`config.mk`:
```
export PLATFORM = sky130hd
export DESIGN_NAME = rom_ddr3_bridge_flat
export DESIGN_NICKNAME = d
export VERILOG_FILES = /design/src/rtl/rom_ddr3_bridge_if.sv /design/src/rtl/rom_ddr3_bridge.sv /design/src/flat_wrapper.sv
export SDC_FILE = /design/constraint.sdc
export NUM_CORES = 1
export LEC_CHECK = 0
export ABC_CLOCK_PERIOD_IN_PS = 2150
export CAP_MARGIN = 10
export CORE_UTILIZATION = 41
export DETAILED_ROUTE_END_ITERATION = 16
export GPL_TIMING_DRIVEN = 0
export PLACE_DENSITY_LB_ADDON = 0.3
export SLEW_MARGIN = 20
export SYNTH_ARGS = -nofsm -noshare
export SYNTH_HDL_FRONTEND = slang
export SYNTH_SLANG_ARGS = --single-unit
export TNS_END_PERCENT = 1
```
`constraint.sdc`:
```
create_clock -name DDRAM_CLK -period 2.15 [get_ports DDRAM_CLK]
set_clock_uncertainty 0.1 [all_clocks]
set_input_delay 0.3225 -clock DDRAM_CLK [delete_from_list [all_inputs] [get_ports DDRAM_CLK]]
set_output_delay 0.3225 -clock DDRAM_CLK [all_outputs]
set_load 0.02 [all_outputs]
```
`src/rtl/rom_ddr3_bridge_if.sv`:
```
// Single-beat Avalon-MM port toward the DDR3 controller.
// master = bridge side, slave = memory/controller side.
interface rom_ddr3_bridge_if;
    logic        DDRAM_BUSY;
    logic [7:0]  DDRAM_BURSTCNT;
    logic [28:0] DDRAM_ADDR;
    logic [63:0] DDRAM_DOUT;
    logic        DDRAM_DOUT_READY;
    logic        DDRAM_RD;
    logic [63:0] DDRAM_DIN;
    logic [7:0]  DDRAM_BE;
    logic        DDRAM_WE;

    modport master (
        input  DDRAM_BUSY, DDRAM_DOUT, DDRAM_DOUT_READY,
        output DDRAM_BURSTCNT, DDRAM_ADDR, DDRAM_RD, DDRAM_DIN, DDRAM_BE, DDRAM_WE
    );

    modport slave (
        output DDRAM_BUSY, DDRAM_DOUT, DDRAM_DOUT_READY,
        input  DDRAM_BURSTCNT, DDRAM_ADDR, DDRAM_RD, DDRAM_DIN, DDRAM_BE, DDRAM_WE
    );
endinterface

```
`src/rtl/rom_ddr3_bridge.sv`:
```
// Cartridge ROM toggle-handshake responder on DDR3: 16-bit writes/reads become 64-bit
// single-beat Avalon transactions; a one-line read cache serves sequential fetches.
module rom_ddr3_bridge #(
    parameter logic [3:0] BASE_HI = 4'h3
) (
    input  logic        DDRAM_CLK,
    input  logic        reset,
    input  logic [24:0] wraddr,
    input  logic [15:0] din,
    input  logic        we_req,
    output logic        we_ack,
    input  logic [22:1] rdaddr,
    output logic [15:0] dout,
    input  logic        rd_req,
    output logic        rd_ack,
    rom_ddr3_bridge_if.master ddram
);

    typedef enum logic [2:0] {
        S_IDLE,
        S_WR,
        S_RD,
        S_RDWAIT,
        S_DRAIN
    } state_t;

    state_t      state_q, state_d;
    logic        we_ack_q, we_ack_d;
    logic        rd_ack_q, rd_ack_d;
    logic [15:0] dout_q, dout_d;
    logic [28:0] addr_q, addr_d;
    logic [63:0] din_q, din_d;
    logic [7:0]  be_q, be_d;
    logic        we_q, we_d;
    logic        rd_q, rd_d;
    logic [63:0] line_q, line_d;
    logic [19:0] tag_q, tag_d;
    logic        valid_q, valid_d;

    logic        busy;
    logic        ready;
    logic        wr_pend;
    logic        rd_pend;
    logic        hit;
    logic [28:0] wr_line;
    logic [28:0] rd_line;
    logic        unused_bits;

    assign busy    = ddram.DDRAM_BUSY;
    assign ready   = ddram.DDRAM_DOUT_READY;
    assign wr_pend = we_req ^ we_ack_q;
    assign rd_pend = rd_req ^ rd_ack_q;
    assign hit     = valid_q && (tag_q == rdaddr[22:3]);
    assign wr_line = {BASE_HI, 3'b000, wraddr[24:3]};
    assign rd_line = {BASE_HI, 3'b000, 2'b00, rdaddr[22:3]};
    // Byte lane 0 of a 16-bit word carries no address information.
    assign unused_bits = wraddr[0];

    always_comb begin
        state_d  = state_q;
        we_ack_d = we_ack_q;
        rd_ack_d = rd_ack_q;
        dout_d   = dout_q;
        addr_d   = addr_q;
        din_d    = din_q;
        be_d     = be_q;
        we_d     = we_q;
        rd_d     = rd_q;
        line_d   = line_q;
        tag_d    = tag_q;
        valid_d  = valid_q;
        case (state_q)
            S_IDLE: begin
                if (wr_pend) begin
                    addr_d  = wr_line;
                    din_d   = {4{din}};
                    be_d    = 8'b0000_0011 << {wraddr[2:1], 1'b0};
                    we_d    = 1'b1;
                    state_d = S_WR;
                end else if (rd_pend && hit) begin
                    dout_d   = line_q[{rdaddr[2:1], 4'b0000} +: 16];
                    rd_ack_d = ~rd_ack_q;
                end else if (rd_pend) begin
                    addr_d  = rd_line;
                    rd_d    = 1'b1;
                    state_d = S_RD;
                end
            end
            S_WR: begin
                if (!busy) begin
                    we_d     = 1'b0;
                    we_ack_d = ~we_ack_q;
                    state_d  = S_IDLE;
                    // Writing into the cached line makes the cached copy stale.
                    if (addr_q[21:0] == {2'b00, tag_q}) begin
                        valid_d = 1'b0;
                    end
                end
            end
            S_RD: begin
                if (!busy) begin
                    rd_d    = 1'b0;
                    state_d = S_RDWAIT;
                end
            end
            S_RDWAIT: begin
                if (ready) begin
                    line_d   = ddram.DDRAM_DOUT;
                    tag_d    = rdaddr[22:3];
                    valid_d  = 1'b1;
                    dout_d   = ddram.DDRAM_DOUT[{rdaddr[2:1], 4'b0000} +: 16];
                    rd_ack_d = ~rd_ack_q;
                    state_d  = S_IDLE;
                end
            end
            S_DRAIN: begin
                if (ready) begin
                    state_d = S_IDLE;
                end
            end
            default: state_d = S_IDLE;
        endcase
    end

    always_ff @(posedge DDRAM_CLK) begin
        if (reset) begin
            // A read already accepted by the controller still owes one data beat.
            if (state_q == S_RDWAIT || (state_q == S_RD && !busy)) begin
                state_q <= S_DRAIN;
            end else begin
                state_q <= S_IDLE;
            end
            we_ack_q <= we_req;
            rd_ack_q <= rd_req;
            dout_q   <= 16'h0000;
            addr_q   <= 29'h0;
            din_q    <= 64'h0;
            be_q     <= 8'h00;
            we_q     <= 1'b0;
            rd_q     <= 1'b0;
            line_q   <= 64'h0;
            tag_q    <= 20'h0;
            valid_q  <= 1'b0;
        end else begin
            state_q  <= state_d;
            we_ack_q <= we_ack_d;
            rd_ack_q <= rd_ack_d;
            dout_q   <= dout_d;
            addr_q   <= addr_d;
            din_q    <= din_d;
            be_q     <= be_d;
            we_q     <= we_d;
            rd_q     <= rd_d;
            line_q   <= line_d;
            tag_q    <= tag_d;
            valid_q  <= valid_d;
        end
    end

    assign we_ack               = we_ack_q;
    assign rd_ack               = rd_ack_q;
    assign dout                 = dout_q;
    assign ddram.DDRAM_BURSTCNT = 8'd1;
    assign ddram.DDRAM_ADDR     = addr_q;
    assign ddram.DDRAM_DIN      = din_q;
    assign ddram.DDRAM_BE       = be_q;
    assign ddram.DDRAM_WE       = we_q;
    assign ddram.DDRAM_RD       = rd_q;

endmodule

```
`src/flat_wrapper.sv`:
```
// flat-port wrapper written by rule: the top's interface ports become plain ports
module rom_ddr3_bridge_flat 
#(
    parameter logic [3:0] BASE_HI = 4'h3
)
  (DDRAM_CLK, reset, wraddr, din, we_req, we_ack, rdaddr, dout, rd_req, rd_ack, ddram_DDRAM_BUSY, ddram_DDRAM_DOUT, ddram_DDRAM_DOUT_READY, ddram_DDRAM_BURSTCNT, ddram_DDRAM_ADDR, ddram_DDRAM_RD, ddram_DDRAM_DIN, ddram_DDRAM_BE, ddram_DDRAM_WE);
  rom_ddr3_bridge_if ddram_i ();
  input  logic DDRAM_CLK;
  input  logic reset;
  input  logic [24:0] wraddr;
  input  logic [15:0] din;
  input  logic we_req;
  output logic we_ack;
  input  logic [22:1] rdaddr;
  output logic [15:0] dout;
  input  logic rd_req;
  output logic rd_ack;
  input wire logic [$bits(ddram_i.DDRAM_BUSY)-1:0] ddram_DDRAM_BUSY;
  input wire logic [$bits(ddram_i.DDRAM_DOUT)-1:0] ddram_DDRAM_DOUT;
  input wire logic [$bits(ddram_i.DDRAM_DOUT_READY)-1:0] ddram_DDRAM_DOUT_READY;
  output wire logic [$bits(ddram_i.DDRAM_BURSTCNT)-1:0] ddram_DDRAM_BURSTCNT;
  output wire logic [$bits(ddram_i.DDRAM_ADDR)-1:0] ddram_DDRAM_ADDR;
  output wire logic [$bits(ddram_i.DDRAM_RD)-1:0] ddram_DDRAM_RD;
  output wire logic [$bits(ddram_i.DDRAM_DIN)-1:0] ddram_DDRAM_DIN;
  output wire logic [$bits(ddram_i.DDRAM_BE)-1:0] ddram_DDRAM_BE;
  output wire logic [$bits(ddram_i.DDRAM_WE)-1:0] ddram_DDRAM_WE;
  assign ddram_i.DDRAM_BUSY = ddram_DDRAM_BUSY;
  assign ddram_i.DDRAM_DOUT = ddram_DDRAM_DOUT;
  assign ddram_i.DDRAM_DOUT_READY = ddram_DDRAM_DOUT_READY;
  assign ddram_DDRAM_BURSTCNT = ddram_i.DDRAM_BURSTCNT;
  assign ddram_DDRAM_ADDR = ddram_i.DDRAM_ADDR;
  assign ddram_DDRAM_RD = ddram_i.DDRAM_RD;
  assign ddram_DDRAM_DIN = ddram_i.DDRAM_DIN;
  assign ddram_DDRAM_BE = ddram_i.DDRAM_BE;
  assign ddram_DDRAM_WE = ddram_i.DDRAM_WE;
  rom_ddr3_bridge #(.BASE_HI(BASE_HI)) u_core (.DDRAM_CLK(DDRAM_CLK), .reset(reset), .wraddr(wraddr), .din(din), .we_req(we_req), .we_ack(we_ack), .rdaddr(rdaddr), .dout(dout), .rd_req(rd_req), .rd_ack(rd_ack), .ddram(ddram_i));
endmodule
```
Yosys cells after proc, flatten, opt, wreduce, memory -nomap -nowiden:

Index checks and enable logic that the tools add are counted.

* equality and inequality tests: 25
* shift-type cells: 3
* multiplexer cells: 35
* bitwise operators: 4
* reductions and logical operators: 24

Operator list (count)
* variable part select 64 x 7 -> 16 bit: 2
* 2-to-1 mux 29 bit: 3
* 2-to-1 mux 16 bit: 3
* one-hot mux 16 bit (2 select lines): 1
* 2-to-1 mux 3 bit: 8
* == test 22 x 20 -> 1 bit: 1
* == test 20 bit: 1
* 2-to-1 mux 1 bit: 15
* inequality test 2 bit, second input constant: 6
* inequality test 3 bit, second input constant: 4
* one-hot mux 3 bit (4 select lines): 1
* AND reduction 4 bit: 3
* nonzero test 2 bit: 6
* inequality test 2 x 1 -> 1 bit, second input constant: 5
* AND reduction 5 bit: 2
* one-hot mux 1 bit (2 select lines): 4
* left shift 2 x 3 -> 8 bit, first input constant: 1
* == test 3 x 2 -> 1 bit, second input constant: 2
* AND reduction 2 bit: 3
* AND reduction 3 bit: 2
* inequality test 4 x 2 -> 1 bit, second input constant: 1
* inequality test 4 x 3 -> 1 bit, second input constant: 1
* == test 3 x 1 -> 1 bit, second input constant: 1
* == test 3 bit, second input constant: 1
* 10 further kinds: 14

* register bits: 209
* input port bits: 133

Longest topological paths before layout:

Gate-level depths: netlist (run 1).

* depth after elaboration: 7
* depth in mapped cells: 9
* gate-level depth less buffers: 6

Worst setup path before layout (run 1):

No wires, ideal clock.

* kind: flip-flop to flip-flop
* from: register u_core.rd_ack_q, in the netlist u_core.rd_ack
* to: register u_core.addr_q[11], in the netlist u_core.ddram.DDRAM_ADDR[11]
* arrival: 1.832 ns
* data required time: 1.931 ns
* setup slack: 0.099 ns
* cell stages (with the launch flop): 8
* buffers on the path: 1
* clock period less this slack: 2.051 ns
* cell sequence: edfxtp_1 xor2_1 nand4_1 nor2_1 nand3_1 a31o_2 buf_6 o221a_2

* word-level cells in the longest chain between the ends: 4
* elaborated cells on any way between the ends: 5
* classes of those cells: eq/ne: 1; bitwise: 1; reduce/logical: 3

Ends and longest elaborated chain
* start, declared: line rom_ddr3_bridge.sv:29 `logic rd_ack_q, rd_ack_d;`
* start signal, assigned: line rom_ddr3_bridge.sv:134 `rd_ack_q <= rd_req;`
* start signal, assigned: line rom_ddr3_bridge.sv:147 `rd_ack_q <= rd_ack_d;`
* XOR 1 bit (*): line rom_ddr3_bridge.sv:52 `assign rd_pend = rd_req ^ rd_ack_q;`
* logical AND 1 bit: line rom_ddr3_bridge.sv:80 `end else if (rd_pend && hit) begin`
* inequality test 2 x 1 -> 1 bit (no line)
* AND reduction 3 bit (no line) (*)
* end signal, assigned: line rom_ddr3_bridge.sv:149 `addr_q <= addr_d;`
* end, declared: line rom_ddr3_bridge.sv:31 `logic [28:0] addr_q, addr_d;`

Every way passes the cells marked *; elsewhere a longest branch is shown, timed or not.
A chain may end at the register's enable or synchronous reset.

Worst setup path in the final report (run 1):

* from: register u_core.state_q[1]
* to: register u_core.dout_q[7], in the netlist u_core.dout[7]

* word-level cells in the longest chain between the ends: 3
* elaborated cells on any way between the ends: 8
* classes of those cells: eq/ne: 4; mux: 1; reduce/logical: 3

Ends and longest elaborated chain
* start, declared: line rom_ddr3_bridge.sv:27 `state_t state_q, state_d;`
* start signal, assigned: line rom_ddr3_bridge.sv:145 `state_q <= state_d;`
* == test 3 x 2 -> 1 bit / logical NOT 3 bit (equally long branches): line rom_ddr3_bridge.sv:72 `case (state_q)`
* inequality test 2 bit (no line) (tied with other cells)
* AND reduction 4 bit (no line)
* end signal, assigned: line rom_ddr3_bridge.sv:148 `dout_q <= dout_d;`
* end, declared: line rom_ddr3_bridge.sv:30 `logic [15:0] dout_q, dout_d;`

Several ways; a longest one is shown, not always the timed one.

==> impl_results.md, run 1 <==
- Status: complete, but fails checks
- Violated checks: setup timing
- Post-DP HPWL: 17790 um
- Max-cap violation count: 0
- Pleak: 0.004106 uW
- Flop2flop setup slack: -0.03 ns
- Reg clk slew, reported paths: 0.06 ns
- RSZ-0062 raised after global routing: true
- Post-DRT Antenna Nets: 0
- Slew margin rel.: 0.5601
- Post-CTS Hold Fix Bufs: 0
- Rows: 49
- CP Launch Point: u_core.state_q[1]$_SDFFCE_PP0P_
- Clock Latency Late Sink: 0.42 ns
- Netlist Area Pre-Place: 7557 um2
- HP Class: primary input to flip-flop
- Final #Nets: 1268
- Final min period: 2.182 ns
- Core ar.: 18020 um2
- Initial antenna violation count: 0
- GRT Residual Overflow: 0
- Synthesis-to-layout area growth: 46.06%
- FF-to-FF End: u_core.dout[7]$_SDFFE_PP0P_
- Critical Path End: u_core.dout[7]$_SDFFE_PP0P_
- Area of the multi-input gates: 3756 um2
- Sequential share of the synthesized area: 0.4066
- Gpl congestion: 0.8647
- Ys flop type: dfxtp_1
- Fraction of registers with async set/reset: 0
- Mapped Cells: 856
- Die extent in x: 137.8 um
- Worst Max-Slew Pin Slew: 0.6599 ns
- Placed insts: 1341
- Commonest non-fill, non-tap cell in the layout: clkdlybuf4s50_1
- DRC: 0
- Synth area leaders: dfxtp_1 39%, nand2_1 11%, mux4_2 8.6%
- Seq cells post-synth: 151
- IO Pins: 262
- Routed vias/inst: 5.122
- WL per Instance: 16.92 um
- FMAX: 0.4584 GHz
- RR Startpoint: u_core.state_q[1]$_SDFFCE_PP0P_
- Total number of yosys warnings: 0
- Total number of vias: 7053
- Non-Filler Instances: 1377
- Distinct cells, synth: 43
- Fill cells: 1592
- CP Class: flip-flop to flip-flop
- Die Span Y: 137.8 um
- Largest net degree at the start of global routing: 17
- Final period util: 1.015
- Reg area: 3073 um2
- Cts bufs inserted: 17
- CTS tree: yes
- Gr usage total: 0.2468
- Syn_area_per_cell: 8.829 um2
- Post-synth EDFFs: 5
- Maximum vdd drop: 683.4 uV
- Layout cells sized above 1: 0.1855
- Root Buffer: clkbuf_16
- Reg2Reg Depth: 8
- Die area: 18980 um2
- Top-area cell type share of the netlist area: 0.3868
- Area leader, netlist: dfxtp_1
- Total clock sinks: 151
- Number of DRC markers in iteration 0: 422
- Total Wirelength: 23300 um
- Power density over the cells: 985.3 nW/um2
- Final Hold Vio Count: 0
- WP data required: 2.36 ns
- Initial Util: 0.4193
- Max-slew violations: 0
- # setup viols final: 3
- Vias in the first global route: 6766
- Critical path arrival: 2.39 ns
- Most frequent cells in the layout: 242 x clkdlybuf4s50_1, 216 x nand2_1, 146 x dfxtp_1
- I/O Buffers: 245
- Worst slack at placement: -0.5966 ns
- First drt pass iteration count: 5
- Crit Path Max Fanout: 10
- Worst Slack Setup Final: -0.03164 ns
- Antenna cells: 0
- Clock buffer depth: 2
- H-Tree Depth: 4
- Kind of end point of the critical path: flip-flop
- Setup crit start kind: flip-flop
- First-pass GRT wire length: 35220 um
-- worst min path at each step --
stage                     slack [ns]                             end                           start  cells past startpoint
final                           0.17   u_core.tag_q[18]$_SDFFE_PP0P_                      rdaddr[21]                      3
after global routing            0.18   u_core.tag_q[18]$_SDFFE_PP0P_                      rdaddr[21]                      3
after CTS                       0.27     u_core.dout[2]$_SDFFE_PP0P_                       rdaddr[2]                      3
after detailed placement        0.35  u_core.line_q[25]$_SDFFE_PP0P_  u_core.line_q[25]$_SDFFE_PP0P_                      2
after global placement          0.34  u_core.line_q[49]$_SDFFE_PP0P_  u_core.line_q[49]$_SDFFE_PP0P_                      2
after floorplan                 0.33  u_core.line_q[48]$_SDFFE_PP0P_  u_core.line_q[48]$_SDFFE_PP0P_                      2
-- synth_stat cells, drive strengths merged (7+ instances only) --
master  number
o31ai       17
nand3        9
buf         97
mux2i       16
nand2b       8
clkbuf      30
a21oi      122
nor2        47
nand2      217
o21ai        7
o221a       20
xor2        11
xnor2       28
mux4        32
dfxtp      146
-- what timing repair did --
action,4_1_cts,5_1_grt
gates resized for setup,10,26
endpoints found under the setup margin,88,141
pin swaps,3,4
setup buffers,4,0
-- routing by layer --
layer  part of all wire  vias up  global-route usage  routed length, um
li1                   -     3432                   -                  -
met2               0.48      276              0.4171              11280
met4              0.024        0              0.1002                566
met5                  0        -                   0                  0
met1               0.42     3304              0.3087               9862
met3              0.068       41             0.04562               1591
-- worst max-delay path, cell delays in order (launching register included) --
cell and delay [ns]:
edfxtp_1 0.34, buf_6 0.13, clkinvlp_4 0.13, nor3_4 0.16
buf_12 0.15, buf_8 0.16, mux4_2 0.57, mux2i_2 0.22
a21oi_2 0.08
-- cell type report --
type / count / share of cell area
multi-input combinational: 586 / 0.3403
clock inverter: 15 / 0.009635
buffer: 127 / 0.07912
timing repair buffer: 249 / 0.2267
sequential: 151 / 0.2784
clock buffer: 17 / 0.03854
tap: 229 / 0.02596
inverter: 3 / 0.001360
-- logic make-up (layout without fill, tap and decap cells) --
group / count (synthesis) / in the layout / share of synthesized area
other: 2 / 13 / 0.0009937
buffers and inverters: 130 / 411 / 0.1124
AND/OR/NAND/NOR: 309 / 309 / 0.1682
XOR/XNOR: 39 / 39 / 0.04520
multiplexers: 48 / 48 / 0.1180
flip-flops: 151 / 151 / 0.4066
AO/OA/AOI/OAI: 177 / 177 / 0.1485
-- where the power goes --
part	total [uW]	switching [uW]	leakage, uW	internal (uW)
Sequential	3650	386	0.00124	3260
Combinational	4530	2240	0.00261	2290
Clock	2700	1230	0.000259	1470
-- registers in the layout, indices dropped and copies added, names as in the netlist --
register	count
u_core.line_q	64
u_core.state_q	3
u_core.ddram.DDRAM_RD	1
u_core.ddram.DDRAM_DIN	16
u_core.rd_ack	1
u_core.we_ack	1
u_core.ddram.DDRAM_ADDR	23
u_core.ddram.DDRAM_BE	4
u_core.valid_q	1
u_core.dout	16
u_core.ddram.DDRAM_WE	1
u_core.tag_q	20
-- through the flow --
step	utilization	setup TNS (ns)	area, um2	power (uW)	hold WS, ns
finish	0.6124	-0.05284	11040	10880	0.1668
CTS	0.6077	-0.2702	10950	10870	0.2650
global route	0.6124	-2.633	11040	11430	0.1760
global placement	0.5735	-24.06	10340	8056	0.3375
floorplan	-	0	7599	6295	0.3317
detailed placement	0.5735	-25.31	10340	8117	0.3454
(Power assumes the default switching activity.)
==> inputs of run 2 (changes only) <==
--- a/config.mk
+++ b/config.mk
@@ -9,7 +9,6 @@
 export CAP_MARGIN = 10
 export CORE_UTILIZATION = 41
 export DETAILED_ROUTE_END_ITERATION = 16
-export GPL_TIMING_DRIVEN = 0
 export PLACE_DENSITY_LB_ADDON = 0.3
 export SLEW_MARGIN = 20
 export SYNTH_ARGS = -nofsm -noshare
==> run 2 against run 1 <==
  * The run now ends clean
  * Cell count shrank 5.5%
  * Critical path depth shrank 1
  * Final area decreased by 3.6%
  * Setup slack better by 0.12 ns
  * Clock power rose by 3%
  * Via count decreased by 5.2%
  * Routed wire length down 8.1%
  * Largest cell class unchanged
==> impl_results.md, run 2 (same netlist as run 1, synthesis figures left out) <==
- Status: finished clean
- Total number of vias: 6686
- Cell Chain, Critical Path: inv_2 > nor3_4 > buf_12 > buf_12 > mux4_2 > mux2i_2 > a21oi_2
- Total clock sinks: 151
- PnR Total Power: 10700 uW
- Worst slack at placement: -0.4048 ns
- Crit path max-delay cell type: mux4_2
- Reg clk slew, reported paths: 0.06 ns
- CP bufs+invs: 3
- Initial Util: 0.4193
- DRC: 0
- RSZ-0062 raised after global routing: false
- Reg power frac: 0.342
- Vias in the first global route: 6284
- Part of the total power dissipated in the clock network: 0.259
- Commonest non-fill, non-tap cell in the layout: clkdlybuf4s50_1
- Crit Path Max Fanout: 11
- Setup crit start kind: flip-flop
- CP Class: flip-flop to flip-flop
- Gpl congestion: 0.8202
- Cts bufs inserted: 17
- Combinational share of power: 0.399
- Die area: 18980 um2
- CTS tree: yes
- Crit-path max cell delay: 0.54 ns
- Kind of end point of the critical path: flip-flop
- Total Wirelength: 21410 um
- First drt pass iteration count: 4
- Max-cap violation count: 0
- Die extent in x: 137.8 um
- Clock Latency Late Sink: 0.42 ns
- Max FFs per register: 64
- Max-slew violations: 0
- Final period util: 0.9605
- Post-CTS Hold Fix Bufs: 0
- Area of the multi-input gates: 3710 um2
- # setup viols final: 0
- Post-DP HPWL: 15220 um
- Root Buffer: clkbuf_16
- P_sw: 3734 uW
- Final #Nets: 1192
- Pleak: 0.003838 uW
- Fill cells: 1626
- First-pass GRT wire length: 33190 um
- Critical path arrival: 2.26 ns
- WL per Instance: 16.46 um
- Area after DPL: 10030 um2
- Design Area, Final: 10640 um2
- Layout cells sized above 1: 0.1455
- Crit path max-delay family: multiplexers
- Routed vias/inst: 5.139
- Sw frac: 0.3488
- Synthesis-to-layout area growth: 40.83%
- Core ar.: 18020 um2
- H-Tree Depth: 4
- Reg area: 3073 um2
- Rows: 49
- Number of DRC markers in iteration 0: 371
- CP most frequent cell: buf_12
- Post-DRT Antenna Nets: 0
- HP Class: primary input to flip-flop
- Maximum vdd drop: 625.0 uV
- IO Pins: 262
- Power density over the cells: 1006 nW/um2
- Largest net degree at the start of global routing: 64
- WP data required: 2.35 ns
- Worst Slack Setup Final: 0.08502 ns
- Antenna cells: 0
- FMAX: 0.4843 GHz
- Die Span Y: 137.8 um
- Final Hold Vio Count: 0
- Initial antenna violation count: 0
- Final min period: 2.065 ns
- I/O Buffers: 247
- GRT Residual Overflow: 0
- Biggest register: u_core.line_q
- Gr usage total: 0.2302
- Int Pwr: 6971 uW
- Most frequent cells in the layout: 246 x clkdlybuf4s50_1, 216 x nand2_1, 146 x dfxtp_1
- Clock buffer depth: 2
## run 2: routing by layer
layer	wire length (um)	vias to the layer above	track usage
met1	9489	3165	0.3064
met5	0	-	0
met3	1224	27	0.04231
met4	382	0	0.07729
li1	-	3274	-
met2	10320	220	0.3741
## run 2: layout make-up
| class | count | area share |
|---|---|---|
| clock buffer | 18 | 0.04032 |
| clock inverter | 14 | 0.01046 |
| inverter | 3 | 0.001058 |
| multi-input combinational | 586 | 0.3486 |
| sequential | 151 | 0.2887 |
| tap | 229 | 0.02692 |
| timing repair buffer | 300 | 0.2839 |
## run 2: what timing repair did
item | in CTS | in global routing
buffers inserted | 0 | 5
pin swaps | 0 | 2
endpoints found under the setup margin | 20 | 35
gates resized for setup | 1 | 6
## run 2: path summary, 6_finish.rpt
path                              startpoint                                  to  slack, ns  cells after the start
max reg2reg  u_core.state_q[0]$_SDFFCE_PP0P_        u_core.dout[12]$_SDFFE_PP0P_       0.09                      7
max          u_core.state_q[0]$_SDFFCE_PP0P_        u_core.dout[12]$_SDFFE_PP0P_       0.09                      7
min reg2reg    u_core.line_q[0]$_SDFFE_PP0P_       u_core.line_q[0]$_SDFFE_PP0P_       0.35                      2
min                                    reset  u_core.ddram.DDRAM_RD$_SDFFE_PP0P_       0.04                      2
## run 2: metrics by stage
| stage | TNS [ns] | util | hold slack (ns) | std cells |
|---|---|---|---|---|
| 2_1_floorplan | 0 | - | 0.3317 | 867 |
| 3_3_place_gp | -11.83 | 0.5567 | 0.3379 | 1264 |
| 3_5_place_dp | -12.93 | 0.5567 | 0.3431 | 1264 |
| 4_1_cts | 0 | 0.5872 | 0.03176 | 1296 |
| 5_1_grt | 0 | 0.5904 | 0.03607 | 1301 |
| 6_report | 0 | 0.5904 | 0.04487 | 1301 |
## run 2: power groups by stage
stage | sequential, uW | combinational [uW] | clock [uW]
floorplan | 3990 | 2300 | 0
global placement | 3710 | 4190 | 0
detailed placement | 3720 | 4230 | 0
CTS | 3670 | 4260 | 2820
global route | 3720 | 4620 | 2950
finish | 3660 | 4270 | 2770
==> inputs of run 3 (changes only) <==
--- a/config.mk
+++ b/config.mk
@@ -5,9 +5,9 @@
 export SDC_FILE = /design/constraint.sdc
 export NUM_CORES = 1
 export LEC_CHECK = 0
+export ABC_AREA = 1
 export ABC_CLOCK_PERIOD_IN_PS = 2150
-export CAP_MARGIN = 10
-export CORE_UTILIZATION = 41
+export CORE_UTILIZATION = 42
 export DETAILED_ROUTE_END_ITERATION = 16
 export PLACE_DENSITY_LB_ADDON = 0.3
 export SLEW_MARGIN = 20
==> run 3 against run 2 <==
  * Combinational power up 17%
  * Cell count up 25%
  * Via count up 24%
  * Area after synthesis up 5.5%
  * Critical path type unchanged
==> impl_results.md, run 3 <==
- Rows: 50
- Critical Path End: u_core.dout[7]$_SDFFE_PP0P_
- FMAX: 0.4975 GHz
- Distinct cells, synth: 33
- FF-to-FF End: u_core.dout[7]$_SDFFE_PP0P_
- RR Startpoint: u_core.state_q[2]$_SDFFCE_PN0P_
- Part of the total power dissipated in the clock network: 0.268
- Fraction of registers with async set/reset: 0
- Routed vias/inst: 5.119
- Final #Nets: 1512
- Biggest register: u_core.line_q
- Gpl congestion: 0.9030
- Slew margin rel.: 0.6228
- Commonest non-fill, non-tap cell in the layout: clkdlybuf4s50_1
- CP bufs+invs: 3
- Core ar.: 18640 um2
- Netlist Area Pre-Place: 7974 um2
- Post-DP HPWL: 17590 um
- Clock buffer depth: 2
- Setup_tns: 0 ns
- I/O Buffers: 247
- Combinational share of power: 0.420
- CP most frequent cell: nand2_1
- # setup viols final: 0
- Final min period: 2.010 ns
- GRT Residual Overflow: 0
- Gr usage total: 0.2494
- Int Pwr: 7448 uW
- Top cells by count, synth: 240 x nand2_1, 146 x dfxtp_1, 142 x a21oi_1, 138 x o21ai_0, 119 x inv_1
- WP data required: 2.34 ns
- Cell Chain, Critical Path: inv_2 > nand3_4 > buf_4 > clkbuf_16 > o21ai_0 > nand2_1 > nand2_1 > nand2_1 > nand3_1 > a21oi_1
- Max-slew violations: 0
- Synth Area in Simple Gates: 0.2150
- IO Pins: 262
- Die area: 19540 um2
- WL per Instance: 15.12 um
- XOR/XNOR Fraction of Synth Area: 0.005492
- CP Class: flip-flop to flip-flop
- Sequential share of the synthesized area: 0.3854
- Layout cells sized above 1: 0.07775
- Status: finished clean
- HP Class: primary input to flip-flop
- Largest family of logic cells by synthesized area: compound AO/OA/AOI/OAI gates
- Reg clk slew, reported paths: 0.06 ns
- Ys flop type: dfxtp_1
- Crit-path max cell delay: 0.42 ns
- Initial Util: 0.4277
- Crit path max-delay family: simple AND/OR/NAND/NOR gates
- Fill cells: 1746
- Final Hold Vio Count: 0
- Max-cap violation count: 0
- Post-Synth Adder-Cell Area: 0
- P_sw: 4391 uW
- First drt pass iteration count: 7
- Root Buffer: clkbuf_16
- Clock Latency Late Sink: 0.43 ns
- Die extent in x: 139.8 um
- Number of DRC markers in iteration 0: 619
- Total Wirelength: 24550 um
- Power density over the cells: 1063 nW/um2
- Top-area cell type share of the netlist area: 0.3665
- Worst Max-Slew Pin Slew: 0.5650 ns
- Flop2flop setup slack: 0.14 ns
- Mapped Cells: 1184
- Crit path max-delay cell type: edfxtp_1
- Cts bufs inserted: 17
- H-Tree Depth: 4
- Area leader, netlist: dfxtp_1
- Compound-cell area share of the yosys netlist: 0.2286
- Most frequent cell after synthesis: nand2_1
- Largest net degree at the start of global routing: 76
- First-pass GRT wire length: 38300 um
- Reg power frac: 0.311
- Critical path arrival: 2.20 ns
- Synthesis-to-layout area growth: 39.64%
- Most frequent cells in the layout: 246 x clkdlybuf4s50_1, 240 x nand2_1, 146 x dfxtp_1
- Critical path depth: 10
- Final period util: 0.9350
- Setup crit start kind: flip-flop
- CTS tree: yes
- Seq cells post-synth: 151
- Sw frac: 0.3709
- Max FFs per register: 64
- Total number of vias: 8314
- Syn_area_per_cell: 6.735 um2
- DRC: 0
- Reg2Reg Depth: 10
- Post-synth EDFFs: 5
- Maximum vdd drop: 689.5 uV
- Initial antenna violation count: 2
- Crit Path Max Fanout: 24
- Total number of yosys warnings: 0
- Post-DRT Antenna Nets: 0
- Total clock sinks: 151
- PnR Total Power: 11840 uW
- Vias in the first global route: 7391
- CP Launch Point: u_core.state_q[2]$_SDFFCE_PN0P_
- Hold path depth: 3
- Synth area leaders: dfxtp_1 37%, nand2_1 11%, a21oi_1 8.9%
- Mux contribution to synthesized area: 0
- Die Span Y: 139.8 um
- RSZ-0062 raised after global routing: false
- Pleak: 0.004450 uW
- Kind of end point of the critical path: flip-flop
[run 3: cell count changes after synthesis, moves of 12 or more]
cell	change
a211oi_1	+24
o21ai_1	+24
mux2i_1	-16
inv_1	+117
nand3_1	+57
o221a_2	-20
mux4_2	-29
xnor2_1	-24
a21oi_1	+30
nand2_1	+23
o31ai_1	-17
clkbuf_1	+12
o21ai_0	+131
nor2_1	+40
[run 3: layer usage]
layer  global-route usage  vias to the layer above  routed length (um)
li1                     -                     4182                   -
met1               0.3165                     3759               10400
met2               0.4155                      337               11710
met3              0.04886                       34                1837
met4              0.09774                        2                 583
met5                    0                        -                  13
[run 3: area by class of cell]
class / instances / area, um2 / share of cell area
tap: 234 / 292.8 / 0.02630
timing repair buffer: 304 / 3025 / 0.2717
clock buffer: 23 / 510.5 / 0.04585
antenna: 1 / 2.502 / 0.0002247
sequential: 151 / 3073 / 0.2760
multi-input combinational: 778 / 3637 / 0.3267
clock inverter: 6 / 112.6 / 0.01011
inverter: 127 / 480.5 / 0.04315
[run 3: timing repair]
action / 4_1_cts / 5_1_grt
hold buffers: 0 / 0
buffers inserted: 0 / 6
resized for setup: 0 / 2
setup endpoints to repair: 0 / 5
[run 3: cells by family (layout without fill, tap and decap cells)]
group,after synthesis,count (layout)
buffers and inverters,266,460
flip-flops,151,151
AO/OA/AOI/OAI,344,344
XOR/XNOR,5,5
AND/OR/NAND/NOR,416,416
other,2,14
[run 3: power by group through the flow]
stage	sequential [uW]	combinational (uW)	clock (uW)
global placement	3720	4830	0
floorplan	3990	2870	0
global route	3760	5350	3350
detailed placement	3740	4890	0
CTS	3690	4910	3220
finish	3680	4980	3180
[run 3: worst reg2reg max path, stage by stage, from the launching register on]
cell       delay [ns]
edfxtp_1         0.42
inv_2            0.13
nand3_4          0.18
buf_4            0.22
clkbuf_16        0.18
o21ai_0          0.17
nand2_1          0.13
nand2_1          0.11
nand2_1          0.08
nand3_1          0.09
a21oi_1          0.07
[run 3: metrics by stage]
| step | utilization | worst slack (ns) | cells | hold WS [ns] | cell area (um2) |
|---|---|---|---|---|---|
| floorplan | - | 0.3291 | 1195 | 0.3297 | 8015 |
| global placement | 0.5597 | -0.2386 | 1587 | 0.3364 | 10440 |
| detailed placement | 0.5597 | -0.2653 | 1587 | 0.3442 | 10440 |
| CTS | 0.5932 | 0.1532 | 1616 | 0.3226 | 11060 |
| global route | 0.5972 | 0.0008320 | 1624 | 0.3458 | 11130 |
| finish | 0.5972 | 0.1398 | 1624 | 0.3405 | 11130 |
[run 3: worst min-delay path by stage]
stage / slack [ns] / to / from
after floorplan: 0.33 / u_core.line_q[0]$_SDFFE_PP0P_ / u_core.line_q[0]$_SDFFE_PP0P_
after global placement: 0.34 / u_core.line_q[55]$_SDFFE_PP0P_ / u_core.line_q[55]$_SDFFE_PP0P_
after detailed placement: 0.34 / u_core.line_q[0]$_SDFFE_PP0P_ / u_core.line_q[0]$_SDFFE_PP0P_
after CTS: 0.32 / u_core.ddram.DDRAM_ADDR[15]$_SDFFE_PP0P_ / reset
after global routing: 0.35 / u_core.dout[5]$_SDFFE_PP0P_ / reset
final: 0.34 / u_core.dout[6]$_SDFFE_PP0P_ / reset
